--- config.mk ---
export PLATFORM = sky130hd
export DESIGN_NAME = pixel_writer
export DESIGN_NICKNAME = d
export VERILOG_FILES = /design/src/rtl/raster_pkg.sv /design/src/rtl/pixel_fifo.sv /design/src/rtl/pixel_writer.sv
export SDC_FILE = /design/constraint.sdc
export NUM_CORES = 1
export LEC_CHECK = 0
export BUFFER_PORTS_ARGS = -buffer_cell sky130_fd_sc_hd__buf_2
export CAP_MARGIN = 20
export CORE_MARGIN = 5
export CORE_UTILIZATION = 60
export CTS_CLUSTER_DIAMETER = 200
export CTS_CLUSTER_SIZE = 10
export DETAILED_ROUTE_END_ITERATION = 12
export HOLD_SLACK_MARGIN = 0.1
export PLACE_DENSITY = 0.78
export SLEW_MARGIN = 20
export SYNTH_ARGS = -nofsm -noshare
export SYNTH_HDL_FRONTEND = slang
export SYNTH_HIERARCHICAL = 1
export SYNTH_SLANG_ARGS = --single-unit
--- constraint.sdc ---
create_clock -name clock -period 10.65 [get_ports clock]
set_input_delay 1.065 -clock clock [delete_from_list [all_inputs] [get_ports clock]]
set_output_delay 1.065 -clock clock [all_outputs]
set_load 0.01 [all_outputs]
--- src/rtl/raster_pkg.sv ---
`default_nettype none
// ============================================================================
//  Module      : raster_pkg
//  Description : Shared types and constants for the rasterizer back end:
//                screen geometry, the buffered pixel record and the
//                pixel-writer state encoding.
//  Revision    : 1.0 - initial release
// ============================================================================
package raster_pkg;

    // Screen geometry of the frame buffer the rasterizer targets
    localparam int SCREEN_W        = 640;
    localparam int SCREEN_H        = 480;
    localparam int BYTES_PER_PIXEL = 4;

    // Field widths of a buffered pixel
    localparam int PIX_ADDR_W = 26;
    localparam int COLOR_W    = 24;

    // Only the three colour bytes of each 32-bit frame-buffer word are written
    localparam logic [3:0] AVM_BYTEENABLE = 4'b0111;

    // One pixel write as carried through the writer FIFO
    typedef struct packed {
        logic [PIX_ADDR_W-1:0] addr;
        logic [COLOR_W-1:0]    color;
    } pixel_t;

    // Drain-side state of the pixel writer
    typedef enum logic [0:0] {
        PW_IDLE  = 1'b0,
        PW_WRITE = 1'b1
    } pw_state_t;

    // Frame-buffer word layout: {pad, R, G, B}
    function automatic logic [31:0] pack_writedata(input logic [COLOR_W-1:0] color);
        return {8'h00, color};
    endfunction

endpackage
`default_nettype wire

--- src/rtl/pixel_fifo.sv ---
`default_nettype none
// ============================================================================
//  Module      : pixel_fifo
//  Description : Single-clock first-word-fall-through FIFO of pixel_t.
//                dout always shows the head entry when the FIFO is not
//                empty. Pushes while full and pops while empty are ignored.
//  Revision    : 1.0 - initial release
// ============================================================================
module pixel_fifo
    import raster_pkg::*;
#(
    parameter int DEPTH = 8     // power of 2, minimum 2
) (
    input  logic                    clock,
    input  logic                    reset,   // asynchronous, active-low
    input  logic                    push,
    input  logic                    pop,
    input  pixel_t                  din,
    output pixel_t                  dout,
    output logic                    full,
    output logic                    empty,
    output logic [$clog2(DEPTH):0]  count
);

    localparam int AW = $clog2(DEPTH);

    pixel_t          r_mem [DEPTH];
    logic [AW-1:0]   r_wptr;
    logic [AW-1:0]   r_rptr;
    logic [AW:0]     r_count;

    logic            w_do_push;
    logic            w_do_pop;

    assign full      = (r_count == (AW+1)'(DEPTH));
    assign empty     = (r_count == '0);
    assign count     = r_count;
    assign dout      = r_mem[r_rptr];

    assign w_do_push = push && !full;
    assign w_do_pop  = pop && !empty;

    // Pointer and occupancy tracking; pointers wrap naturally at DEPTH
    always_ff @(posedge clock or negedge reset) begin
        if (!reset) begin
            r_wptr  <= '0;
            r_rptr  <= '0;
            r_count <= '0;
        end else begin
            if (w_do_push) begin
                r_wptr <= r_wptr + 1'b1;
            end
            if (w_do_pop) begin
                r_rptr <= r_rptr + 1'b1;
            end
            case ({w_do_push, w_do_pop})
                2'b10:   r_count <= r_count + 1'b1;
                2'b01:   r_count <= r_count - 1'b1;
                default: r_count <= r_count;
            endcase
        end
    end

    // Storage array; contents are don't-care until written, so no reset
    always_ff @(posedge clock) begin
        if (w_do_push) begin
            r_mem[r_wptr] <= din;
        end
    end

endmodule
`default_nettype wire

--- src/rtl/pixel_writer.sv ---
`default_nettype none
// ============================================================================
//  Module      : pixel_writer
//  Description : Accepts rasterizer pixel writes over valid/ready, buffers
//                them in a small FIFO and commits them to the frame buffer
//                through an Avalon-MM write master. Raises a one-cycle done
//                pulse once every pixel accepted up to tri_done is in memory.
//  Revision    : 1.0 - initial release
// ============================================================================
module pixel_writer
    import raster_pkg::*;
#(
    parameter int FIFO_DEPTH = 8,   // power of 2, minimum 2
    parameter int ADDR_W     = 26,  // pixel address width, at most PIX_ADDR_W
    parameter int BYTE_SHIFT = 2    // pixel index to byte address
) (
    input  logic                         clock,
    input  logic                         reset,          // asynchronous, active-low
    input  logic [ADDR_W-1:0]            pix_addr,
    input  logic [23:0]                  pix_color,
    input  logic                         pix_valid,
    output logic                         pix_ready,
    input  logic                         tri_done,
    output logic                         done,
    output logic [ADDR_W+BYTE_SHIFT-1:0] avm_address,
    output logic [31:0]                  avm_writedata,
    output logic [3:0]                   avm_byteenable,
    output logic                         avm_write,
    input  logic                         avm_waitrequest,
    output logic [31:0]                  pixel_count
);

    localparam int AVM_AW = ADDR_W + BYTE_SHIFT;

    // FIFO interface
    pixel_t                       w_din;
    pixel_t                       w_head;
    logic                         w_fifo_full;
    logic                         w_fifo_empty;
    logic [$clog2(FIFO_DEPTH):0]  w_fifo_count;
    logic                         w_push;
    logic                         w_pop;

    // Handshake and drain qualifiers
    logic                         w_accept;
    logic                         w_commit;

    // Completion tracking
    logic                         w_done_req;
    logic                         w_quiet;
    logic                         w_done_fire;

    // Registered state and outputs
    pw_state_t                    r_state;
    logic                         r_write;
    logic [AVM_AW-1:0]            r_address;
    logic [31:0]                  r_writedata;
    logic [31:0]                  r_pixel_count;
    logic                         r_done_pending;
    logic                         r_done;

    // ------------------------------------------------------------------------
    // Accept side: ready follows the FIFO fill level directly, and is held low
    // while reset is asserted so nothing is taken before the FIFO is usable.
    // A pop in the same cycle never frees a full FIFO for a push.
    // ------------------------------------------------------------------------
    assign pix_ready = reset && !w_fifo_full;
    assign w_accept  = pix_valid && pix_ready;
    assign w_push    = w_accept;
    assign w_din     = {PIX_ADDR_W'(pix_addr), pix_color};

    pixel_fifo #(
        .DEPTH (FIFO_DEPTH)
    ) u_fifo (
        .clock (clock),
        .reset (reset),
        .push  (w_push),
        .pop   (w_pop),
        .din   (w_din),
        .dout  (w_head),
        .full  (w_fifo_full),
        .empty (w_fifo_empty),
        .count (w_fifo_count)
    );

    // ------------------------------------------------------------------------
    // Drain side: the output register is refilled from the FIFO head when it
    // is idle or when the write it holds is committing this cycle, which gives
    // one write per cycle while the slave keeps up.
    // ------------------------------------------------------------------------
    assign w_commit = (r_state == PW_WRITE) && !avm_waitrequest;
    assign w_pop    = !w_fifo_empty && ((r_state == PW_IDLE) || w_commit);

    // Write-master FSM; address and data only change when a new entry is popped
    always_ff @(posedge clock or negedge reset) begin
        if (!reset) begin
            r_state       <= PW_IDLE;
            r_write       <= 1'b0;
            r_address     <= '0;
            r_writedata   <= '0;
            r_pixel_count <= '0;
        end else begin
            case (r_state)
                PW_IDLE: begin
                    if (w_pop) begin
                        r_address   <= AVM_AW'(w_head.addr) << BYTE_SHIFT;
                        r_writedata <= pack_writedata(w_head.color);
                        r_write     <= 1'b1;
                        r_state     <= PW_WRITE;
                    end
                end
                PW_WRITE: begin
                    if (w_commit) begin
                        r_pixel_count <= r_pixel_count + 32'd1;
                        if (w_pop) begin
                            r_address   <= AVM_AW'(w_head.addr) << BYTE_SHIFT;
                            r_writedata <= pack_writedata(w_head.color);
                        end else begin
                            r_write <= 1'b0;
                            r_state <= PW_IDLE;
                        end
                    end
                end
                default: begin
                    r_write <= 1'b0;
                    r_state <= PW_IDLE;
                end
            endcase
        end
    end

    // ------------------------------------------------------------------------
    // Completion: a triangle is finished once nothing is buffered and nothing
    // remains outstanding at the slave (idle, or the last write is committing
    // now). A tri_done that arrives with its own final pixel has to wait for
    // that pixel, so the request is held in done_pending until then. Further
    // tri_done pulses while pending fold into the same done.
    // ------------------------------------------------------------------------
    assign w_done_req  = r_done_pending || tri_done;
    assign w_quiet     = (w_fifo_count == '0) && ((r_state == PW_IDLE) || w_commit);
    assign w_done_fire = w_done_req && w_quiet && !(tri_done && w_accept);

    // Pending flag and one-cycle done pulse
    always_ff @(posedge clock or negedge reset) begin
        if (!reset) begin
            r_done_pending <= 1'b0;
            r_done         <= 1'b0;
        end else begin
            r_done_pending <= w_done_req && !w_done_fire;
            r_done         <= w_done_fire;
        end
    end

    assign avm_address    = r_address;
    assign avm_writedata  = r_writedata;
    assign avm_byteenable = AVM_BYTEENABLE;
    assign avm_write      = r_write;
    assign pixel_count    = r_pixel_count;
    assign done           = r_done;

endmodule
`default_nettype wire
# Yosys cells after proc, flatten, opt, wreduce, memory -nomap -nowiden
# Memories as Yosys holds them, arrays and structs flattened.
# Cells that the tools add are included.
# totals
regBits	106
ramBits	400
inputBits	55
out_inout_bits	99
word_cells	61
mem_count	1
# memory_table
memory	depth	width	read_ports	rd_ports_with_merged_regs	wr	line_no	source
u_fifo.r_mem	8	50	1	0	1	pixel_fifo.sv:27	pixel_t r_mem [DEPTH];
# op_classes
n_addsub	5
eq_ne	6
mux	16
bitwise	1
reduce_logical	22
# ops
operator	count
$mux W32	2
$pmux W32 S2	1
$mux W28	2
$pmux W28 S2	1
$add A32 B1 Y32 const B	1
$logic_and A1 B1 Y1	11
$pmux W4 S2	1
$mux W1	7
$add A3 B1 Y3 const B	2
$logic_not A1 Y1	5
$add A4 B1 Y4 const B	1
$eq A4 B4 Y1 const B	1
$logic_not A4 Y1	1
$ne A2 B2 Y1 const B	2
$pmux W1 S2	2
$sub A4 B1 Y4 const B	1
$reduce_and A3 Y1	1
$eq A2 B1 Y1 const B	1
$eq A2 B2 Y1 const B	1
$logic_or A1 B1 Y1	2
$ne A2 B1 Y1 const B	1
$reduce_and A2 Y1	1
$reduce_bool A2 Y1	1
$not A1 Y1	1

# Logic depth before layout (Yosys ltp)
# Gate-level depths: netlist of the first run.
# logic_depth
word_depth	9
ltp_mapped	10
ltp_nobuf	10

# Modules after synthesis
# The synthesis of the first run kept the hierarchy.
# by_module_without_submodules
mod	instances	cells_per_inst	area_each_um2	seq_area_each_um2
pixel_fifo	1	645	15947.8	12261.8
pixel_writer	1	269	3657.3	2152.1

# Least setup slack after synthesis of the first run
# No wires, ideal clock.
# synth_path
path_kind	in2reg
startpoint	input reset
endpoint	memory u_fifo/r_mem[1][0] (netlist name) (enable)
setup_ns	0.519
t_arrival_ns	5.110
required_time_ns	10.131
path_slack_ns	5.021
path_stages	4
n_path_buf	0
cell_sequence	nor2b_1 -> and2_1 -> nand3_1 -> nor3_1
# synth_via
elab_chain_cells	5
# synth_rtl
element	line_no	source
start, declared	pixel_writer.sv:18	input logic reset,
$logic_and A1 B1 Y1	pixel_writer.sv:67	assign pix_ready = reset && !w_fifo_full;
$logic_and A1 B1 Y1	pixel_writer.sv:68	assign w_accept = pix_valid && pix_ready;
via w_accept	pixel_writer.sv:45	logic w_accept;
$logic_and A1 B1 Y1	pixel_fifo.sv:40	assign w_do_push = push && !full;
$mux W1	pixel_fifo.sv:66	if (w_do_push) begin
$mux W1 (implied by the code)	pixel_fifo.sv:67	r_mem[r_wptr] <= din;
end, declared	pixel_fifo.sv:27	
# The timed path passes the listed nets, and every way through them passes these cells.

# Worst setup path in the final report of the first run
# layout_path
startpoint	register u_fifo.r_count[0], in the netlist u_fifo/count[0]
endpoint	register u_fifo.r_count[3], in the netlist u_fifo/count[3]
# layout_via
word_cells_on_any_way	15
cone_classes	add/sub: 2; eq/ne: 3; mux: 1; reduce/logical: 9
# layout_rtl
element	line_no	source
start, declared	pixel_fifo.sv:30	logic [AW:0] r_count;
start signal, assigned	pixel_fifo.sv:57	2'b10: r_count <= r_count + 1'b1;
start signal, assigned	pixel_fifo.sv:58	2'b01: r_count <= r_count - 1'b1;
start signal, assigned	pixel_fifo.sv:59	default: r_count <= r_count;
$logic_not A4 Y1 (*)	pixel_fifo.sv:36	assign empty = (r_count == '0);
via w_fifo_empty	pixel_writer.sv:39	logic w_fifo_empty;
$logic_not A1 Y1 (*)	pixel_fifo.sv:41, pixel_writer.sv:92	
$logic_and A1 B1 Y1	pixel_writer.sv:92	assign w_pop = !w_fifo_empty && ((r_state == PW_IDLE) || w_commit);
$logic_and A1 B1 Y1 (*)	pixel_fifo.sv:41	assign w_do_pop = pop && !empty;
via u_fifo.w_do_pop	pixel_fifo.sv:33	logic w_do_pop;
$eq A2 B1 Y1 or $eq A2 B2 Y1 (tied branches)	pixel_fifo.sv:56	case ({w_do_push, w_do_pop})
$pmux W4 S2 or $reduce_bool A2 Y1 (tied branches)	-	
# Mark *: on every way through the listed nets, which the timed path passes. The rest lies on a longest branch.
# A chain may end at the register's enable or synchronous reset.

==> results of run 1 <==
## cell usage after synthesis, types with 8 or more instances
cell type	count	area share, %
mux2_2	102	5.9
buf_8	8	0.61
nor2_1	12	0.23
edfxtp_1	400	61
nand2_1	18	0.34
xor2_1	10	0.45
buf_4	14	0.54
clkbuf_1	8	0.15
nand3_1	16	0.41
xnor2_1	27	1.2
mux4_1	68	9.1
buf_2	9	0.23
dfrtp_1	96	12
buf_1	9	0.17
mux4_2	32	3.7
nand4_1	8	0.26
## metal layers
layer	vias to the layer above	share of wire (%)	wire [um]	GRT usage (%)
li1	4088	-	-	-
met1	4883	42	15730	29.08
met3	69	5.7	2129	4.119
met5	-	0.18	67	0
met2	301	49	18330	33.91
met4	10	2.1	786	5.414
## cell families after synthesis
group | share of synthesized area, %
flip-flops | 73.52
buffers and inverters | 1.934
AO/OA/AOI/OAI | 0.3957
multiplexers | 18.76
AND/OR/NAND/NOR | 3.217
XOR/XNOR | 1.653
other | 0.03831
adder cells (fa/ha/maj) | 0.4850
## sequential cells by signal (all words and copies together) (netlist names)
| name | flops |
|---|---|
| u_fifo/r_mem | 400 |
| pixel_count | 32 |
| avm_address | 26 |
| avm_writedata | 24 |
| u_fifo/count | 4 |
| u_fifo/r_rptr | 3 |
| u_fifo/r_wptr | 3 |
| avm_write | 1 |
| done | 1 |
| r_done_pending | 1 |
| r_state | 1 |
## placed cells by master (no fill, tap or decap), types with 4 or more instances in the layout
| cell type | count |
|---|---|
| ha_1 | 6 |
| xor2_1 | 10 |
| nor2_1 | 6 |
| mux4_1 | 68 |
| nor2_4 | 6 |
| mux4_2 | 32 |
| buf_2 | 138 |
| mux2_2 | 102 |
| clkbuf_1 | 40 |
| dfrtp_1 | 93 |
| nand4_1 | 8 |
| nand2_1 | 18 |
| and2_1 | 5 |
| buf_4 | 13 |
| inv_1 | 6 |
| nor2b_1 | 4 |
| xnor2_1 | 27 |
| conb_1 | 14 |
| nand3_1 | 16 |
| nor4_1 | 6 |
| edfxtp_1 | 400 |
| and3_1 | 5 |
| and4_1 | 4 |
| clkbuf_16 | 55 |
## per-stage QoR
| step | std cells | power (mW) |
|---|---|---|
| finish | 1571 | 5.679 |
| global route | 1570 | 5.954 |
| CTS | 1568 | 5.737 |
| floorplan | 926 | 3.625 |
| detailed placement | 1469 | 4.025 |
| global placement | 1469 | 3.988 |
## how the worst min path moves through the flow
stage                                from           endpoint  cells past startpoint
after floorplan            r_done_pending     r_done_pending                      2
after global placement    pixel_count[31]    pixel_count[31]                      1
after detailed placement  pixel_count[31]    pixel_count[31]                      1
after CTS                           reset  avm_writedata[16]                      1
after global routing                reset  avm_writedata[14]                      1
final                               reset  avm_writedata[14]                      1
## worst max-delay path: cells and delay by family (launching register included)
kind,cells,cell delay (ps)
adders and majority gates,2,690
AOI/OAI and AO/OA,4,440
and+or+nand+nor,2,1330
buffers and inverters,2,520
DFF,1,470
## cell type report
cell class,instances,area (sq um),share of cell area [%]
flip-flops and latches,496,14430,64.55
multi-input cells,374,4923,22.03
clock buffers,95,1526,6.830
repair buffers,152,815.8,3.650
well taps,442,553.0,2.475
clock inverters,4,77.57,0.3471
inverters,6,22.52,0.1008
diodes,2,5.005,0.02239
## where the power goes
part | internal, mW | switching [mW] | total [mW]
Combinational | 0.761 | 0.625 | 1.39
Sequential | 2.37 | 0.239 | 2.61
Clock | 0.990 | 0.697 | 1.69
==> impl_metrics.json, run 1 <==
{
  "p_leak_nw": 8.040,
  "hpwl_mm": 20.79,
  "synth.distinct_cells": 49,
  "start_util_pct": 60.56,
  "io_pins": 154,
  "drive_gt1_share_pct": 32.48,
  "reg2reg_depth": 10,
  "drc": 0,
  "critical-path-slowest-cell": "nor4_1",
  "worstMarginPinSlew_ps": 913.6,
  "synth_edf_count": 400,
  "track_usage_pct": 20.66,
  "rsz0062_at_grt": "false",
  "cts_buffers": 55,
  "cp_cell_sequence": "nor4_1, a21oi_4, buf_4, o41ai_2, inv_1, ha_1, ha_1, or4b_1, o311ai_0, o211ai_1",
  "portBuffers": 139,
  "synth_area_per_cell_sq_um": 21.45,
  "slew_headroom_pct": 38.53,
  "root_buffer": "clkbuf_16",
  "clk_latency_ps": 570,
  "yosys_warnings": 6,
  "cp_max_fo": 51,
  "vias": 9351,
  "slowest_delay_ps": 820,
  "fin_skew_ps": 18.70,
  "cts_tree": "done",
  "setup_ws_ps": 7046,
  "hold_viol": 0,
  "synth_area_sq_um": 19610,
  "area_growth_syn_to_layout_pct": 14.00,
  "worstSetupStartpointType": "register",
  "cts_resized": 0,
  "min_path_type": "in2async",
  "min_period_over_period_pct": 33.84,
  "final_antenna_net_count": 0,
  "cp-end-kind": "register",
  "cts_sinks": 496,
  "antenna_found_initial": 6,
  "grt_max_degree": 68,
  "placeableCoreArea_sq_um": 32370,
  "drt-total-wl_mm": 37.04,
  "grt_pass1_vias": 9777,
  "grt_pass1_wl_mm": 57.49,
  "place_area_sq_um": 20710,
  "syn_inst": 914,
  "place_ws_ps": 6683,
  "async_reset_ff_share_pct": 19.35,
  "rr_startpoint": "u_fifo/count[0]",
  "overflow": 0,
  "finalMaxSlewViolations": 0,
  "rows": 66,
  "crit_required_ps": 11080,
  "synth_seq_cells": 496,
  "die_area_sq_um": 36390,
  "gp_congestion": 0.7712,
  "fmax_ghz": 0.2775,
  "critPathKind": "reg2reg",
  "layout_min_cycle_time_ps": 3604,
  "final_util_pct": 69.04,
  "ir_drop_v": 0.0001703,
  "p_per_area_nw_per_um2": 254.1,
  "synthFlopType": "edfxtp_1",
  "finalSetupTns_ps": 0,
  "max_cap_viol_count": 0,
  "fp.dieW_um": 190.8,
  "setup_viol": 0,
  "fin_nets": 1147,
  "drt-vias-per-instance": 5.952,
  "clockBufferDepth": 3,
  "cts_setup_buffers": 0,
  "drtIter0Drc": 564,
  "first_pass_iters": 7,
  "routedWlPerCell_um": 23.58,
  "endpoint": "u_fifo/count[3]",
  "outcome": "finished clean",
  "reg2reg_to": "u_fifo/count[3]",
  "die_h_um": 190.8,
  "clkTransAtPathRegs_ps": 60,
  "cp_data_arrival_time_ps": 4040,
  "crit_path_frequent_cell": "ha_1",
  "holdBufCountCts": 0,
  "r2r_slack_ps": 7050,
  "final_area_sq_um": 22350,
  "ys_seq_area_share_pct": 73.52,
  "worst_hold_slack_ps": 444.9,
  "fillers": 1959,
  "cp-startpoint": "u_fifo/count[0]",
  "htree_levels": 2
}
(Power assumes the default switching activity.)
==> inputs of run 2 (changes only) <==
==> constraint.sdc (replaced) <==
create_clock -name clock -period 3.4 [get_ports clock]
set_input_delay 0.34 -clock clock [delete_from_list [all_inputs] [get_ports clock]]
set_output_delay 0.34 -clock clock [all_outputs]
set_load 0.01 [all_outputs]
==> run 2 against run 1 <==
Design area is 3.5% higher. Core utilization is 2.4 points higher. Via count is 2.8% higher. Critical endpoint unchanged. Maximum frequency is 13% higher. Largest power group unchanged. Cell count is 4.4% higher. Largest cell class unchanged.
==> impl_metrics.json, run 2 (synthesized netlist as in run 1, its figures left out) <==
{
  "outcome": "finished clean",
  "clk_latency_ps": 570,
  "placeableCoreArea_sq_um": 32370,
  "vias": 9617,
  "p_per_area_nw_per_um2": 782.7,
  "cts_resized": 0,
  "hold_path.startpoint": "avm_waitrequest",
  "cp_cell_sequence": "or4b_1, inv_1, nor2b_1, and2_1, nand2_2, ha_1, ha_1, or4b_1, o311ai_0, o211ai_1",
  "clockBufferDepth": 3,
  "fin_nets": 1215,
  "reg2reg_depth": 10,
  "setup_viol": 0,
  "first_pass_iters": 5,
  "grt_pass1_vias": 10190,
  "cp-startpoint": "u_fifo/count[0]",
  "clock_power_share_pct": 29.6,
  "drt-vias-per-instance": 5.864,
  "rows": 66,
  "cp_max_fo": 9,
  "drive_gt1_share_pct": 31.91,
  "cts_setup_buffers": 0,
  "fmax_ghz": 0.3147,
  "overflow": 0,
  "cp-end-kind": "register",
  "rsz0062_at_grt": "false",
  "hpwl_mm": 21.37,
  "p_int_mw": 13.08,
  "final_antenna_net_count": 0,
  "cts_tree": "done",
  "critical-path-slowest-cell": "or4b_1",
  "seq_area_sq_um": 14430,
  "final_common_cell": "edfxtp_1",
  "worstSetupStartpointType": "register",
  "min_period_over_period_pct": 93.47,
  "total_power_mw": 18.10,
  "clkTransAtPathRegs_ps": 60,
  "power_frac_seq_pct": 45.3,
  "max_cap_viol_count": 0,
  "comb_power_share_pct": 25.1,
  "final_area_sq_um": 23120,
  "finalMaxSlewViolations": 0,
  "area_growth_syn_to_layout_pct": 17.95,
  "die_area_sq_um": 36390,
  "crit_required_ps": 3820,
  "finalSetupTns_ps": 0,
  "p_leak_nw": 8.372,
  "drc": 0,
  "die_h_um": 190.8,
  "worstMarginPinSlew_ps": 1005,
  "largest-register": "u_fifo/r_mem",
  "grt_pass1_wl_mm": 60.75,
  "cts_sinks": 496,
  "multi_input_area_sq_um": 4936,
  "critical_path.top_delay_family": "simple AND/OR/NAND/NOR gates",
  "place_ws_ps": 267.4,
  "whs_path_depth": 3,
  "track_usage_pct": 21.85,
  "fin_skew_ps": 25.23,
  "cts_buffers": 55,
  "drtIter0Drc": 675,
  "rr_startpoint": "u_fifo/count[0]",
  "portBuffers": 139,
  "antenna_found_initial": 1,
  "gp_congestion": 0.8267,
  "fp.dieW_um": 190.8,
  "ir_drop_v": 0.0006542,
  "slowest_delay_ps": 660,
  "final_cell_mix": "edfxtp_1 (400), buf_2 (138), mux2_2 (102)",
  "fillers": 1930,
  "reg2reg_to": "u_fifo/count[3]",
  "min_to": "r_state",
  "io_pins": 154,
  "place_area_sq_um": 20950,
  "min_path_type": "in2reg",
  "setup_ws_ps": 221.9,
  "htree_levels": 2,
  "grt_max_degree": 56,
  "r2r_slack_ps": 220,
  "slew_headroom_pct": 32.81,
  "crit_buf_inv": 1,
  "drt-total-wl_mm": 38.89,
  "layout_min_cycle_time_ps": 3178,
  "hold_viol": 0,
  "critPathKind": "reg2reg",
  "largest_reg_flops": 400,
  "start_util_pct": 60.56,
  "cp_data_arrival_time_ps": 3600,
  "p_sw_share_pct": 27.76,
  "holdBufCountCts": 52,
  "routedWlPerCell_um": 23.71,
  "worst_hold_slack_ps": 127.4,
  "root_buffer": "clkbuf_16",
  "power.switching_mw": 5.024
}
## run 2: cell count changes in the layout (fill, tap and decap cells not counted), sizes merged
| cell | previous run | this run |
|---|---|---|
| buf | 152 | 168 |
| clkbuf | 95 | 98 |
| clkinv | 1 | 2 |
| diode | 2 | 1 |
| dlygate4sd3 | 0 | 52 |
| inv | 8 | 6 |
## run 2: final cells by class
type / count / area share [%]
flip-flops and latches: 496 / 62.38
clock inverters: 3 / 0.3301
multi-input cells: 374 / 21.35
diodes: 1 / 0.01082
clock buffers: 98 / 6.742
repair buffers: 220 / 6.699
inverters: 6 / 0.09740
well taps: 442 / 2.392
## run 2: per-layer routing
layer | vias up | routed length (um) | track usage [%]
li1 | 4227 | - | -
met1 | 4990 | 16220 | 30.91
met2 | 347 | 19670 | 36.88
met3 | 53 | 2312 | 3.204
met4 | 0 | 681 | 5.166
met5 | - | 0 | 0
## run 2: power by group through the flow
stage          Sequential, mW  Clock, mW  Combinational (mW)
3_3_place_gp             8.25          0                4.37
6_report                 8.20       5.36                4.54
4_1_cts                  8.20       5.49                4.58
3_5_place_dp             8.30          0                4.47
2_1_floorplan            8.03          0                3.32
5_1_grt                  8.30       5.77                4.88
## run 2: per-stage QoR
step / cells / util [%]
finish: 1640 / 71.43
global route: 1640 / 71.43
CTS: 1638 / 71.36
detailed placement: 1485 / 64.70
global placement: 1485 / 64.70
floorplan: 926 / -
## run 2: how the worst max path moves through the flow
stage	to	cells past startpoint
after floorplan	u_fifo/r_mem[7][0]	6
after global placement	u_fifo/count[3]	10
after detailed placement	u_fifo/count[3]	10
after CTS	u_fifo/count[3]	10
after global routing	u_fifo/count[3]	10
final	u_fifo/count[3]	10
## run 2: worst register-to-register path, stage by stage (launching register included)
cell,delay (ps)
dfrtp_1,470
or4b_1,660
inv_1,100
nor2b_1,50
and2_1,220
nand2_2,120
ha_1,330
ha_1,340
or4b_1,510
o311ai_0,110
o211ai_1,130
